`config.mk`:
```
export PLATFORM = sky130hd
export DESIGN_NAME = two_to_one_mux
export DESIGN_NICKNAME = d
export VERILOG_FILES = /design/src/rtl/two_to_one_mux.sv
export SDC_FILE = /design/constraint.sdc
export NUM_CORES = 1
export LEC_CHECK = 0
export ABC_AREA = 0
export CORE_AREA = 2 2 39 41
export DETAILED_ROUTE_END_ITERATION = 8
export DIE_AREA = 0 0 41 43
export PLACE_DENSITY = 0.59
export SLEW_MARGIN = 40
export SYNTH_ARGS = -nofsm -noshare
export SYNTH_HDL_FRONTEND = slang
export SYNTH_SLANG_ARGS = --single-unit
export TNS_END_PERCENT = 50
```
`constraint.sdc`:
```
create_clock -name clk -period 1.1 [get_ports clk]
set_input_delay 0.22 -clock clk [delete_from_list [all_inputs] [get_ports clk]]
set_output_delay 0.22 -clock clk [all_outputs]
set_load 0.01 [all_outputs]
```
`src/rtl/two_to_one_mux.sv`:
```
// two_to_one_mux: width-parameterised 2:1 word select.
// REGISTERED=1 builds a one-cycle pipeline stage with load enable and valid
// flag. REGISTERED=0 builds a zero-latency combinational mux.
module two_to_one_mux #(
    parameter int unsigned WIDTH      = 4,
    parameter int unsigned REGISTERED = 1
) (
    input  logic             clk,
    input  logic             rst_n,
    input  logic [WIDTH-1:0] a,
    input  logic [WIDTH-1:0] b,
    input  logic             sel,
    input  logic             en,
    output logic [WIDTH-1:0] out,
    output logic             out_valid,
    output logic             sel_q
);

    logic [WIDTH-1:0] out_d;

    // Word selection shared by both build options: sel=0 -> a, sel=1 -> b.
    always_comb begin
        out_d = a;
        if (sel) begin
            out_d = b;
        end
    end

    if (REGISTERED != 0) begin : g_reg

        logic [WIDTH-1:0] out_q;
        logic             sel_hold_q;
        logic             valid_q;

        // Capture the selected word on enabled edges; valid marks the cycle after.
        always_ff @(posedge clk or negedge rst_n) begin
            if (!rst_n) begin
                out_q      <= '0;
                sel_hold_q <= 1'b0;
                valid_q    <= 1'b0;
            end else begin
                valid_q <= en;
                if (en) begin
                    out_q      <= out_d;
                    sel_hold_q <= sel;
                end
            end
        end

        assign out       = out_q;
        assign sel_q     = sel_hold_q;
        assign out_valid = valid_q;

    end else begin : g_comb

        // Clock and reset have no role in the combinational build.
        logic unused_clk_rst;
        assign unused_clk_rst = clk ^ rst_n;

        assign out       = out_d;
        assign sel_q     = sel;
        assign out_valid = en;

    end

endmodule

```
# [Yosys cells after proc, flatten, opt, wreduce, memory -nomap -nowiden]
# Cells that the tools add are included.
# Widths: inputs -> output; s select.
[op_classes] addsub=0 mul=0 n_div=0 order_cmp=0 eq_ne=0 shift=0 muxes=1 bitwise=0 reduce_logical=0
[op_table] cell="$mux 4" count=1
[word_totals] regBits=6 latchBits=0 mem_bits_rw=0 mem_bits_ro=0 input_bits=12 word_cells=4 mem_count=0

# [Logic depth before layout (Yosys ltp)]
# Gate-level depths: netlist of run 1.
[logic_depth] ltp_word=1 mapped_depth=3 ltp_nobuf=2

# [Least setup slack after synthesis of run 1]
# Ideal clock, no wire load.
[synth_path] path_type="register -> register" from="register sel_q (netlist name)" to="register g_reg.sel_hold_q, in the netlist sel_q" setup_time_ps=125 arrival_time_ps=654 setup_slack_ps=321 stages_incl_launch_ff=2 n_path_buf=0 path_cell_list="dfrtp_1 mux2_4"
[synth_rtl] item="end signal: assignment" line_no="45" rtl="sel_hold_q <= sel;"
[synth_rtl] item="end: declaration" line_no="32" rtl="logic sel_hold_q;"

# [Final worst setup path of run 1]
[layout_path] from="register g_reg.sel_hold_q, in the netlist sel_q" to="output port sel_q"
[layout_rtl] item="end: declaration" line_no="16" rtl="output logic sel_q"
# No word-level cell between the ends.

==> results of run 1 <==
-- kinds of logic (layout without fill, tap and decap cells) --
logic type | after synthesis | after routing | synth area share
flip-flops | 6 | 6 | 0.571
AND/OR/NAND/NOR | 4 | 4 | 0.0571
multiplexers | 5 | 5 | 0.210
buffers and inverters | 2 | 21 | 0.0857
AO/OA/AOI/OAI | 4 | 4 | 0.0762
-- flip-flops by register name (all words and copies together), names as in the netlist --
signal,count
sel_q,1
out_valid,1
out,4
-- what timing repair did --
item,CTS,global route
endpoints found under the setup margin,6,6
gates resized for setup,11,4
hold buffers,0,0
-- layer usage --
metal	GRT usage	up-vias	part of all wire
li1	-	110	-
met1	0.114	91	0.47
met2	0.0969	18	0.30
met3	0.0628	0	0.23
met4	0.0400	0	0
met5	0	-	0
-- layout make-up --
class	count	area, sq um	share of cell area
flip-flops and latches	6	150	0.331
clock buffers	3	22.5	0.0497
well taps	16	20.0	0.0442
repair buffers	18	170	0.376
multi-input cells	13	90.1	0.199
-- power breakdown --
part           total [W]  leakage [nW]  switching, W  internal [W]
Combinational   0.000124         0.128     0.0000486     0.0000751
Sequential      0.000254        0.0679     0.0000112      0.000243
Clock           0.000194        0.0138     0.0000715      0.000123
-- synthesized netlist by cell type (all sizes together) --
cell type  number  share of area
dfrtp           6           0.57
mux2i           4           0.15
buf             2          0.086
a21oi           4          0.076
nor2            4          0.057
mux2            1          0.057
-- worst paths after layout --
path / startpoint / endpoint / slack (ns)
max reg2reg: sel_q$_DFFE_PN0P_ / sel_q$_DFFE_PN0P_ / 0.34
max: sel_q$_DFFE_PN0P_ / sel_q / 0.03
min reg2reg: sel_q$_DFFE_PN0P_ / sel_q$_DFFE_PN0P_ / 0.52
min in group clk: sel / sel_q$_DFFE_PN0P_ / 0.46
max in group asynchronous: rst_n / out[0]$_DFFE_PN0P_ / 0.65
min: rst_n / out_valid$_DFF_PN0_ / 0.23
-- per-stage QoR --
| stage | cells | area, sq um | worst slack (ns) | hold WS, ns |
|---|---|---|---|---|
| finish | 56 | 453 | 0.0328 | 0.227 |
| global route | 56 | 453 | 0.00425 | 0.259 |
| CTS | 56 | 459 | 0.00484 | 0.233 |
| detailed placement | 53 | 438 | -0.235 | 0.494 |
| global placement | 53 | 438 | -0.208 | 0.488 |
| floorplan | 21 | 263 | 0.321 | -0.0756 |
==> impl_metrics.env, run 1 <==
export IMPL_status="finished, final reports clean"
export IMPL_worstSetupPathType="flip-flop to output pin"
export IMPL_grt_pass1_wl_um=1000
export IMPL_crit_cells=1
export IMPL_fin_tns_setup_ns=0
export IMPL_cts_root_buf="clkbuf_4"
export IMPL_clk_latency_ns=0.23
export IMPL_drtIter0Drc=1
export IMPL_skew_ns=0
export IMPL_grt_overflow_total=0
export IMPL_synth_seq_cells=6
export IMPL_slew_headroom=0.810
export IMPL_dr_pass1_iters=2
export IMPL_start_util=0.190
export IMPL_clock_sinks=6
export IMPL_postSynthAreaPerCell_sq_um=12.5
export IMPL_wire_per_inst_um=11.9
export IMPL_hold_class="primary input to asynchronous set/reset pin"
export IMPL_clk_pin_slew_ns=0.04
export IMPL_layout_nets=54
export IMPL_viasPerCell=3.91
export IMPL_arrival_ns=0.85
export IMPL_ant_nets=0
export IMPL_yosysSeqAreaShare=0.571
export IMPL_ys_warn_count=0
export IMPL_grt_pass1_vias=232
export IMPL_power_density_nw_per_um2=1260
export IMPL_grt_max_degree=10
export IMPL_nFillCells=144
export IMPL_cts_buffers=3
export IMPL_num_rows=14
export IMPL_cts_tree="done"
export IMPL_drive_gt1_frac=0.175
export IMPL_cp_slowest_stage_delay_ns=0.38
export IMPL_synth_distinct_cells=6
export IMPL_finalCriticalPeriod_ns=1.07
export IMPL_cp_cell_sequence="clkdlybuf4s15_1"
export IMPL_die_x_um=41
export IMPL_drcViolationCount=0
export IMPL_fin_util=0.327
export IMPL_finalCritPeriodShare=0.970
export IMPL_core_area_sq_um=1380
export IMPL_die_area_sq_um=1760
export IMPL_final_cell_mix="clkdlybuf4s50_1, dfrtp_1"
export IMPL_syn_inst=21
export IMPL_num_vias=219
export IMPL_layout_commonest_cell="clkdlybuf4s50_1"
export IMPL_setup_viol=0
export IMPL_vdd_drop_max_v=0.000527
export IMPL_areaGrowthSynthToFinish_pct=72.4
export IMPL_critPathLaunchType="flip-flop"
export IMPL_wirelength_um=667
export IMPL_r2r_cells=1
export IMPL_cp_max_fo=2
export IMPL_cpMaxStageDelayCell="dfrtp_1"
export IMPL_track_usage=0.0848
export IMPL_num_antenna_cells=0
export IMPL_fmax_ghz=0.937
export IMPL_worst_path_buf_inv=1
export IMPL_crit_family="flip-flops"
export IMPL_drv_cap=0
export IMPL_p_leak_nw=0.210
export IMPL_final_hold_viol_count=0
export IMPL_die_h_um=43
export IMPL_pin_count=18
export IMPL_antenna_found_initial=0
export IMPL_io_buffers=17
export IMPL_syn_num_nets=33
export IMPL_endpoint_kind="output pin"
export IMPL_gp_congestion=0.662
export IMPL_htree_levels=1
export IMPL_power_w=0.000572
export IMPL_drv_slew=0
export IMPL_tightest_slew_ns=0.284
export IMPL_clk_path_buf_depth=2
export IMPL_syn_area_sq_um=263
export IMPL_cp_required_ns=0.88
export IMPL_rsz0062_at_grt="no"
export IMPL_post_cts_buffers=0
No activity file was read; power rests on OpenSTA's default activity.
==> inputs of run 2 (changes only) <==
SETUP_SLACK_MARGIN = 0.2   (was unset)
SLEW_MARGIN = 20   (was 40)
==> run 2 against run 1 <==
Hold slack got worse by 0.0062 ns. Critical path depth unchanged. Sequential cell count unchanged. Maximum frequency increased by 9.2%. Global-route usage unchanged. Cell area decreased by 2.2%. Largest cell class unchanged. Highest routed layer unchanged.
==> impl_metrics.env, run 2 (same netlist as run 1, synthesis figures left out) <==
export IMPL_clock_sinks=6
export IMPL_largest_reg_flops=4
export IMPL_layout_nets=55
export IMPL_fin_cells=57
export IMPL_ant_nets=0
export IMPL_grt_max_degree=10
export IMPL_htree_levels=1
export IMPL_cpMaxStageDelayCell="dfrtp_1"
export IMPL_num_antenna_cells=0
export IMPL_cp_cell_sequence="buf_2"
export IMPL_clk_path_buf_depth=2
export IMPL_power_w=0.000572
export IMPL_rsz0062_at_grt="yes"
export IMPL_cts_buffers=3
export IMPL_cp_required_ns=0.88
export IMPL_clk_latency_ns=0.23
export IMPL_design_area_sq_um=443
export IMPL_drive_gt1_frac=0.293
export IMPL_drv_cap=0
export IMPL_power_density_nw_per_um2=1290
export IMPL_antenna_found_initial=0
export IMPL_nFillCells=148
export IMPL_io_buffers=17
export IMPL_vdd_drop_max_v=0.000528
export IMPL_dr_pass1_iters=2
export IMPL_grt_overflow_total=0
export IMPL_final_cell_mix="clkdlybuf4s50_1, dfrtp_1"
export IMPL_worst_path_buf_inv=1
export IMPL_num_rows=14
export IMPL_die_area_sq_um=1760
export IMPL_layout_commonest_cell="clkdlybuf4s50_1"
export IMPL_multi_input_area_sq_um=90.1
export IMPL_slew_headroom=0.819
export IMPL_dp_cells=53
export IMPL_cts_tree="done"
export IMPL_start_util=0.190
export IMPL_pin_count=18
export IMPL_endpoint_kind="output pin"
export IMPL_final_hold_viol_count=0
export IMPL_m1WireLength_um=291
export IMPL_p_leak_nw=0.206
export IMPL_cp_slowest_stage_delay_ns=0.38
export IMPL_finalCritPeriodShare=0.889
export IMPL_track_usage=0.0848
export IMPL_reg2reg_to="sel_q$_DFFE_PN0P_"
export IMPL_worstSetupPathType="flip-flop to output pin"
export IMPL_cp_max_fo=2
export IMPL_arrival_ns=0.76
export IMPL_seq_area_sq_um=150
export IMPL_areaGrowthSynthToFinish_pct=68.6
export IMPL_top_layer="met3"
export IMPL_grt_pass1_wl_um=993
export IMPL_drtIter0Drc=1
export IMPL_die_x_um=41
export IMPL_hold_class="primary input to asynchronous set/reset pin"
export IMPL_placed_cell_area_sq_um=438
export IMPL_cts_root_buf="clkbuf_4"
export IMPL_drv_slew=0
export IMPL_core_area_sq_um=1380
export IMPL_wire_per_inst_um=11.9
export IMPL_drcViolationCount=0
export IMPL_crit_family="flip-flops"
export IMPL_fmax_ghz=1.02
export IMPL_wirelength_um=678
export IMPL_r2r_slack_ns=0.23
export IMPL_ctsHoldBuffers=0
export IMPL_gp_congestion=0.662
export IMPL_wl_met3_um=162
export IMPL_r2r_start="sel_q$_DFFE_PN0P_"
export IMPL_met2_length_um=224
export IMPL_finalCriticalPeriod_ns=0.977
export IMPL_grt_pass1_vias=240
export IMPL_num_vias=228
export IMPL_critPathLaunchType="flip-flop"
export IMPL_die_h_um=43
export IMPL_clk_pin_slew_ns=0.04
export IMPL_tightest_slew_ns=0.271
export IMPL_skew_ns=0
export IMPL_viasPerCell=4.00
export IMPL_setup_viol=0
export IMPL_status="finished, final reports clean"
export IMPL_r2r_cells=2
## run 2: how the worst max path moves through the flow
stage / startpoint / end / slack [ns] / depth (start not counted)
final: out[3]$_DFFE_PN0P_ / out[3] / 0.12 / 1
after global routing: out[3]$_DFFE_PN0P_ / out[3] / 0.09 / 1
after CTS: out[3]$_DFFE_PN0P_ / out[3] / 0.02 / 1
after detailed placement: sel / out[3]$_DFFE_PN0P_ / -0.23 / 3
after global placement: sel / out[3]$_DFFE_PN0P_ / -0.21 / 3
after floorplan: sel_q$_DFFE_PN0P_ / sel_q$_DFFE_PN0P_ / 0.32 / 1
## run 2: through the flow
step / hold WS [ns] / setup slack, ns / util / setup TNS (ns)
6_report: 0.221 / 0.123 / 0.320 / 0
5_1_grt: 0.254 / 0.0899 / 0.320 / 0
4_1_cts: 0.233 / 0.0233 / 0.324 / 0
3_5_place_dp: 0.494 / -0.235 / 0.316 / -0.941
3_3_place_gp: 0.488 / -0.208 / 0.316 / -0.805
2_1_floorplan: -0.0756 / 0.321 / - / 0
## run 2: power breakdown
group          switching, W  total [W]  internal [W]
Combinational     0.0000499   0.000126     0.0000765
Sequential        0.0000105   0.000253      0.000243
Clock             0.0000698   0.000193      0.000123
## run 2: timing repair
action                     in CTS  in global routing
setup endpoints to repair      11                 11
setup buffers                   1                  0
gates resized for setup        22                  3
## run 2: routing by layer
layer	up-vias	track usage
li1	113	-
met1	97	0.111
met2	18	0.100
met3	0	0.0628
met4	0	0.0400
met5	-	0
## run 2: cell type report
cell class              count  share of cell area
flip-flops and latches      6               0.339
multi-input cells          13               0.203
repair buffers             19               0.362
well taps                  16              0.0452
clock buffers               3              0.0508
==> inputs of run 3 (changes only) <==
CTS_CLUSTER_SIZE = 12   (was unset)
SLEW_MARGIN = unset   (was 20)
==> results of run 3 <==
The final DEF is identical to that of run 2; final timing and power are the same.
